### src/rtl/div_unit_pkg.sv
// div_unit_pkg: shared state encodings, control levels and bus widths for the divider
package div_unit_pkg;

  typedef enum logic [1:0] {
    DivFree   = 2'b00,
    DivByZero = 2'b01,
    DivOn     = 2'b10,
    DivEnd    = 2'b11
  } div_state_e;

  localparam logic DivStart          = 1'b1;
  localparam logic DivStop           = 1'b0;
  localparam logic DivResultReady    = 1'b1;
  localparam logic DivResultNotReady = 1'b0;

  localparam int RegBus       = 32;
  localparam int DoubleRegBus = 64;

endpackage

### src/rtl/div_step.sv
// div_step: one combinational restoring-division iteration on the {partial remainder, dividend/quotient} work register
module div_step
  import div_unit_pkg::*;
#(
  parameter int W = RegBus
) (
  input  logic [2*W:0] i_work,
  input  logic [W-1:0] i_dvs,
  output logic [2*W:0] o_work
);

  logic [W:0] w_trial;

  assign w_trial = i_work[2*W:W] - {1'b0, i_dvs};

  // negative trial keeps the remainder and shifts in a 0 quotient bit; otherwise commit the subtraction and shift in a 1
  always_comb o_work = w_trial[W] ? {i_work[2*W-1:0], 1'b0} : {w_trial[W-1:0], i_work[W-1:0], 1'b1};

endmodule

### src/rtl/div_unit.sv
// div_unit: multi-cycle signed/unsigned restoring divider beside execute; result = {remainder, quotient}.
// Optional DIV_EARLY_OUT_EN: when |dividend| < |divisor| skip the iterations and finish one edge after entering ON.
module div_unit
  import div_unit_pkg::*;
#(
  parameter int DATA_W = RegBus
) (
  input  logic                  clk,
  input  logic                  rst,
  input  logic                  signed_div_in,
  input  logic [DATA_W-1:0]     opdata1_in,
  input  logic [DATA_W-1:0]     opdata2_in,
  input  logic                  start_in,
  input  logic                  annul_in,
  output logic [2*DATA_W-1:0]   result_out,
  output logic                  ready_out
);

  localparam int ResW  = (DATA_W == RegBus) ? DoubleRegBus : 2 * DATA_W;
  localparam int CntW  = $clog2(DATA_W + 1);
  localparam logic [CntW-1:0] CntDone = CntW'(DATA_W);

  div_state_e        r_state;
  logic [CntW-1:0]   r_cnt;
  logic [2*DATA_W:0] r_work;
  logic [DATA_W-1:0] r_dvs;
  logic              r_sign1;
  logic              r_sign2;
  logic              r_signed;
  logic [ResW-1:0]   r_result;
  logic              r_ready;

  logic [DATA_W-1:0] w_abs1;
  logic [DATA_W-1:0] w_abs2;
  logic [2*DATA_W:0] w_step;
  logic [DATA_W-1:0] w_quot;
  logic [DATA_W-1:0] w_rem;
  logic [DATA_W-1:0] w_quot_fix;
  logic [DATA_W-1:0] w_rem_fix;

  assign w_abs1     = (signed_div_in && opdata1_in[DATA_W-1]) ? -opdata1_in : opdata1_in;
  assign w_abs2     = (signed_div_in && opdata2_in[DATA_W-1]) ? -opdata2_in : opdata2_in;
  assign w_quot     = r_work[DATA_W-1:0];
  assign w_rem      = r_work[2*DATA_W:DATA_W+1];
  assign w_quot_fix = (r_signed && (r_sign1 ^ r_sign2)) ? -w_quot : w_quot;
  assign w_rem_fix  = (r_signed && r_sign1) ? -w_rem : w_rem;
  assign result_out = r_result;
  assign ready_out  = r_ready;

`ifdef DIV_EARLY_OUT_EN
  logic              w_early;
  logic [DATA_W-1:0] w_dd_fix;
  // on the first ON cycle the untouched dividend magnitude sits in work[DATA_W:1]
  assign w_early  = (r_cnt == '0) && (r_work[DATA_W:1] < r_dvs);
  assign w_dd_fix = (r_signed && r_sign1) ? -r_work[DATA_W:1] : r_work[DATA_W:1];
`endif

  div_step #(.W(DATA_W)) u_step (
    .i_work (r_work),
    .i_dvs  (r_dvs),
    .o_work (w_step)
  );

  // divider control FSM with registered result and ready; annul overrides every transition
  always_ff @(posedge clk or negedge rst) begin
    if (!rst) begin
      r_state  <= DivFree;
      r_cnt    <= '0;
      r_work   <= '0;
      r_dvs    <= '0;
      r_sign1  <= 1'b0;
      r_sign2  <= 1'b0;
      r_signed <= 1'b0;
      r_result <= '0;
      r_ready  <= DivResultNotReady;
    end else if (annul_in) begin
      r_state  <= DivFree;
      r_result <= '0;
      r_ready  <= DivResultNotReady;
    end else begin
      case (r_state)
        DivFree: begin
          r_result <= '0;
          r_ready  <= DivResultNotReady;
          if (start_in == DivStart) begin
            if (opdata2_in == '0) begin
              r_state <= DivByZero;
            end else begin
              r_state  <= DivOn;
              r_cnt    <= '0;
              r_sign1  <= opdata1_in[DATA_W-1];
              r_sign2  <= opdata2_in[DATA_W-1];
              r_signed <= signed_div_in;
              r_dvs    <= w_abs2;
              // dividend sits one bit up so its MSB enters the trial window on the first step
              r_work   <= {{DATA_W{1'b0}}, w_abs1, 1'b0};
            end
          end
        end
        DivByZero: begin
          if (start_in == DivStop) begin
            r_state <= DivFree;
          end else begin
            r_state  <= DivEnd;
            r_result <= '0;
            r_ready  <= DivResultReady;
          end
        end
        DivOn: begin
          if (start_in == DivStop) begin
            r_state <= DivFree;
          end
`ifdef DIV_EARLY_OUT_EN
          else if (w_early) begin
            r_state  <= DivEnd;
            r_result <= {w_dd_fix, {DATA_W{1'b0}}};
            r_ready  <= DivResultReady;
          end
`endif
          else if (r_cnt == CntDone) begin
            r_state  <= DivEnd;
            r_result <= {w_rem_fix, w_quot_fix};
            r_ready  <= DivResultReady;
          end else begin
            r_work <= w_step;
            r_cnt  <= r_cnt + 1'b1;
          end
        end
        DivEnd: begin
          if (start_in == DivStop) begin
            r_state  <= DivFree;
            r_result <= '0;
            r_ready  <= DivResultNotReady;
          end
        end
        default: r_state <= DivFree;
      endcase
    end
  end

endmodule
### config.mk
export PLATFORM = sky130hd
export DESIGN_NAME = div_unit
export DESIGN_NICKNAME = d
export VERILOG_FILES = /design/src/rtl/div_unit_pkg.sv /design/src/rtl/div_step.sv /design/src/rtl/div_unit.sv
export SDC_FILE = /design/constraint.sdc
export NUM_CORES = 1
export LEC_CHECK = 0
export BUFFER_PORTS_ARGS = -buffer_cell sky130_fd_sc_hd__buf_2
export CAP_MARGIN = 5
export CORE_MARGIN = 2
export CORE_UTILIZATION = 60
export CTS_CLUSTER_SIZE = 24
export DETAILED_ROUTE_END_ITERATION = 7
export PLACE_DENSITY = 0.81
export SLEW_MARGIN = 20
export SYNTH_ARGS = -nofsm -noshare
export SYNTH_HDL_FRONTEND = slang
export SYNTH_HIERARCHICAL = 1
export SYNTH_SLANG_ARGS = --single-unit
### constraint.sdc
create_clock -name clk -period 4.4 [get_ports clk]
set_input_delay 0.88 -clock clk [delete_from_list [all_inputs] [get_ports clk]]
set_output_delay 0.88 -clock clk [all_outputs]
set_load 0.1 [all_outputs]
# Word-level counts from Yosys, hierarchy flattened
# Index checks and enable logic that the tools add are counted.
# word_totals
out_inout_bits	65
n_memories	0
mem_bits_rw	0
latch_bits	0
mem_bits_ro	0
inputBits	69
reg_bits	173
wordCells	78
# op_classes
eq_ne	14
shift	0
n_lt_le_gt_ge	0
mul	0
add_sub_neg	6
reduce_logical	11
div_mod_pow	0
muxes	35
bitwise_logic	3
# op_table
cell	n
$mux W65	5
$mux W64	5
$pmux W64 S4	1
$pmux W65 S2	1
$mux W32	4
$neg A32 Y32	4
$sub A33 B32 Y33	1
$logic_not A32 Y1	1
$mux W6	4
$ne A3 B3 Y1 const B	5
$mux W2	7
$pmux W6 S2	1
$ne A2 B2 Y1 const B	4
$pmux W2 S4	1
$reduce_and A4 Y1	2
$add A6 B1 Y6 const B	1
$eq A6 B6 Y1 const B	1
$reduce_and A6 Y1	1
$mux W1	5
$eq A2 B2 Y1 const B	2
$logic_and A1 B1 Y1	4
$ne A4 B4 Y1 const B	1
$pmux W1 S4	1
$reduce_and A3 Y1	1
other kinds (5)	6

# Logic depth before layout (Yosys ltp)
# logic_depth
depth_word	7
mapped_depth	17
depth_no_buf	15

# By module
# Netlist, hierarchy kept.
# modules_own_cells
module	cells_each	instances	area_each_um2	seq_area_each_um2
div_unit	1024	1	9471.6	4329.2
div_step	338	1	2606.2	0.0

# Worst setup path before layout
# No wires, ideal clock.
# synth_path
path_type	register -> register
from	register r_work[32]
to	register r_work[58]
required_time_ns	4.273
n_path_buf	2
slack_ns	1.036
period_less_slack_ns	3.364
arrival_time_ns	3.237
setup_ns	0.127
stages_incl_launch_ff	18
cell_sequence	dfrtp_1 inv_1 ha_1 fa_1 and2b_1 o2111ai_2 a21oi_2 o2111ai_1 a211oi_2 nor2_4 mux2i_4 and2_4 buf_12 inv_8 buf_12 mux2_4 nand3_1 o21ai_0
# synth_via
elab_chain_cells	5
# synth_rtl
element	line	text
start, declared	div_unit.sv:25	logic [2*DATA_W:0] r_work;
start signal, assigned	div_unit.sv:96	r_work <= {{DATA_W{1'b0}}, w_abs1, 1'b0};
start signal, assigned	div_unit.sv:125	r_work <= w_step;
$sub A33 B32 Y33	div_step.sv:14	assign w_trial = i_work[2*W:W] - {1'b0, i_dvs};
$mux W65	div_step.sv:17	always_comb o_work = w_trial[W] ? {i_work[2*W-1:0], 1'b0} : {w_trial[W-1:0], i_work[W-1:0], 1'b1};
named net w_step[58]	div_unit.sv:35	logic [2*DATA_W:0] w_step;
$mux W65	div_unit.sv:120	else if (r_cnt == CntDone) begin
$mux W65	div_unit.sv:110	if (start_in == DivStop) begin
$pmux W65 S2	div_unit.sv:81	case (r_state)
# The timed path passes the listed nets, and every way through them passes these cells. The select of a mux whose other input is x is not followed.
# A chain may end at the register's enable or synchronous reset.

# Worst setup path after layout
# layout_path
from	register r_dvs[0]
to	register r_work[58]
# layout_via
elab_chain_cells	5
# layout_rtl
element	line	text
start, declared	div_unit.sv:26	logic [DATA_W-1:0] r_dvs;
start signal, assigned	div_unit.sv:94	r_dvs <= w_abs2;
$sub A33 B32 Y33	div_step.sv:14	
$mux W65	div_step.sv:17	
named net w_step[58]	div_unit.sv:35	
$mux W65	div_unit.sv:120	
$mux W65	div_unit.sv:110	
$pmux W65 S2	div_unit.sv:81	
# The timed path passes the listed nets, and every way through them passes these cells. The select of a mux whose other input is x is not followed.

==> results.md <==
* Fraction of layout cells with a size suffix above 1 at between 10% and 20%
* Max Cap Viol at 0
* Number of global-route vias before repair at between 9000 and 10000
* Post-CTS setup buffers at 0
* IO Port Bufs at around 130
* Post-route ant nets at 0
* CTS HTree Levels at 4
* Mapped Area at 12100 µm²
* Total power draw at 9.09 mW
* Initial Util at roughly three fifths
* Fillers at 1599
* Req. time, crit path at around 4.7 ns
* Final setup viols at 0
* Initial antenna violation count at 0
* Final period util at approximately 83%
* Worst Tran Pin Value at ~0.95 ns
* First DRT Iteration DRCs at 912
* Pwr per Cell Area at 687 nW/µm²
* Netlist cell types at 85
* Worst setup SP type: register
* Floorplan core area at just under 20000 µm²
* Most common cell after layout, fill and taps aside: dfrtp_1
* DP HPWL at 21.9 mm
* NumNets Final at approximately 1500
* Site row count at 51
* Fmax at 0.275 GHz
* Clock Pin Slew Worst Setup and Hold Paths at 0.07 ns
* Clock root cell: clkbuf_16
* Register area share after synthesis at between 30% and 40%
* Gr busiest metal: met1
* DR pass1 iterations at 5
* Synth warnings at 6
* Mapped Avg Cell Area at roughly 8.9 µm²
* Status: finished, final reports clean
* CP max stage cell: dfrtp_1
* Slew Limit Fails at 0
* Die extent in x at around 150 µm
* Synth Register Bits at 173
* Fin Hold WS at around 0.48 ns
* Routability cong. at approximately 0.96
* Post-synth top flop: dfrtp_1
* EDFF count, synth at 0
* Worst IR drop on VDD at around 560 µV
* RSZ-0062 raised after global routing: no
* I/O pin cnt at around 130
* Routing usage on met3 at roughly 5.4%
* Hold/Removal Path Class: in2async
* Avg Vias per Cell at between 6 and 7
* CTS sink count at between 150 and 200
* Clock skew at about 0.013 ns
* Syn Inst Count at 1362
* Met2 usage at 40.3%
* Vias at between 10000 and 15000
* Final hold violations at 0
* Commonest cells after routing, fill and taps aside: dfrtp_1, nand2_1, buf_2
* Worst-Skew Late Latency at 0.44 ns
* CP endpoint kind: register
* Per-cell routed wire length at between 15 and 20 µm
* GRT Total Usage at between 20 and 30%
* Aggregate global routing overflow at 0
* Crit path DAT at ~3.9 ns
* Ys async rst share at between 90% and 100%
* Inserted Clock Buffers at 17
* Post-CTS sizing at 0
* Final Cell Area at between 10000 and 15000 µm²
* Total Routed Length at ~30 mm
* Leak at roughly 6.4 nW
* CP Cell Sequence: ha_1 > fa_1 > and2b_1 > o2111ai_2 > a21oi_2 > o2111ai_1 > a211oi_2 > nor2_4 > mux2i_4 > and2_4 > inv_8 > mux2_4 > nand3_1 > o21ai_0
* Area grow syn2layout at 9.63%
* Number of antenna diodes at 0
* Die Y-Extent at 146 µm
* Met1 GRT Util at between 40% and 50%
* Worst path max stage delay at ~0.44 ns
* Die area at between 20000 and 25000 µm²
* Total placed instance area at roughly 13000 µm²
* Max_slew headroom at a little under two fifths
* Cts hold-fix bufs at 0
* Fin util at around 68%
* Crit path kind: reg2reg
* Syn Nets at roughly 1500
* CTS tree: built
* First-pass GRT wire length at just under 50 mm
* Largest net degree at the start of global routing at slightly above 90
* Crit Path Max Fanout at 24
* Clock buffer depth at 2
* Post-route DRC violation count at 0
* Setup TNS at 0 ns
* Crit path time final at about 3.6 ns
## critical path: cells and delay by family (launching register included)
kind | cells | cell delay (ns)
adder cells (fa/ha/maj) | 2 | 0.63
flip-flops | 1 | 0.44
multiplexers | 2 | 0.63
AO/OA/AOI/OAI | 5 | 0.95
AND/OR/NAND/NOR | 4 | 0.73
buffers and inverters | 1 | 0.12
## synthesized netlist by cell type, types with 15 or more instances
cell        n  area (µm²)
a21o_1     16         120
a21oi_1   106         531
a22o_1     63         552
a31oi_1    17         106
buf_2      15        75.1
buf_4      37         278
clkbuf_1   32         120
dfrtp_1   173        4330
ha_1       43         538
inv_1      60         225
mux2_4     19         285
nand2_1   137         514
nand3_1    67         335
nor2_1    100         375
nor3_1     30         150
nor4_1     18         113
o21ai_0    67         335
o31ai_1    21         158
xnor2_1    76         666
xor2_1     67         587
## per-layer routing
metal	share of wire (%)	wire, µm	up-vias
met4	1.9	557	0
li1	-	-	4991
met1	48	14300	4980
met5	0	0	-
met2	43	12900	428
met3	7.5	2250	56
## kinds of logic (layout without fill, tap and decap cells)
| family | Yosys count | after routing | synth area share, % |
|---|---|---|---|
| mux | 47 | 47 | 4.93 |
| compound gates | 358 | 358 | 19.6 |
| flops | 173 | 173 | 35.8 |
| fa+ha+maj | 44 | 44 | 4.62 |
| simple gates | 437 | 437 | 17.6 |
| xor+xnor | 143 | 143 | 10.4 |
| buf+inv | 160 | 240 | 7.00 |
## power by group
part / total (mW) / internal, mW / switching (mW)
Sequential: 2.66 / 2.02 / 0.635
Clock: 1.53 / 0.779 / 0.754
Combinational: 4.90 / 1.97 / 2.94
## worst paths after layout
kind	startpoint	endpoint	depth (start not counted)	slack [ns]
worst max register to register	r_dvs[0]$_DFFE_PN0P_	r_work[58]$_DFFE_PN0P_	14	0.77
worst max-delay path	r_dvs[0]$_DFFE_PN0P_	r_work[58]$_DFFE_PN0P_	14	0.77
max in group asynchronous	rst	r_work[43]$_DFFE_PN0P_	2	2.97
worst min-delay path	rst	result_out[50]$_DFFE_PN0P_	1	0.48
min in group clk	result_out[18]$_DFFE_PN0P_	result_out[18]$_DFFE_PN0P_	1	0.50
worst min register to register	result_out[18]$_DFFE_PN0P_	result_out[18]$_DFFE_PN0P_	1	0.50
## registers in the layout, summed over array words and instances (netlist names)
register    count
r_cnt           6
r_sign2         1
r_work         65
r_state         2
ready_out       1
r_signed        1
result_out     64
r_dvs          32
r_sign1         1
## area by class of cell
cell class / instances / area [µm²] / share of cell area, %
clock buffers: 17 / 425 / 3.21
well taps: 265 / 332 / 2.50
multi-input cells: 1029 / 6920 / 52.3
clock inverters: 15 / 194 / 1.46
repair buffers: 147 / 802 / 6.06
flip-flops and latches: 173 / 4330 / 32.7
inverters: 61 / 236 / 1.79
## through the flow
stage,instances,setup slack [ns]
after CTS,1707,0.783
final,1707,0.767
after floorplan,1362,1.04
after detailed placement,1675,0.770
after global routing,1707,0.584
after global placement,1675,0.824
(Power assumes the default switching activity.)
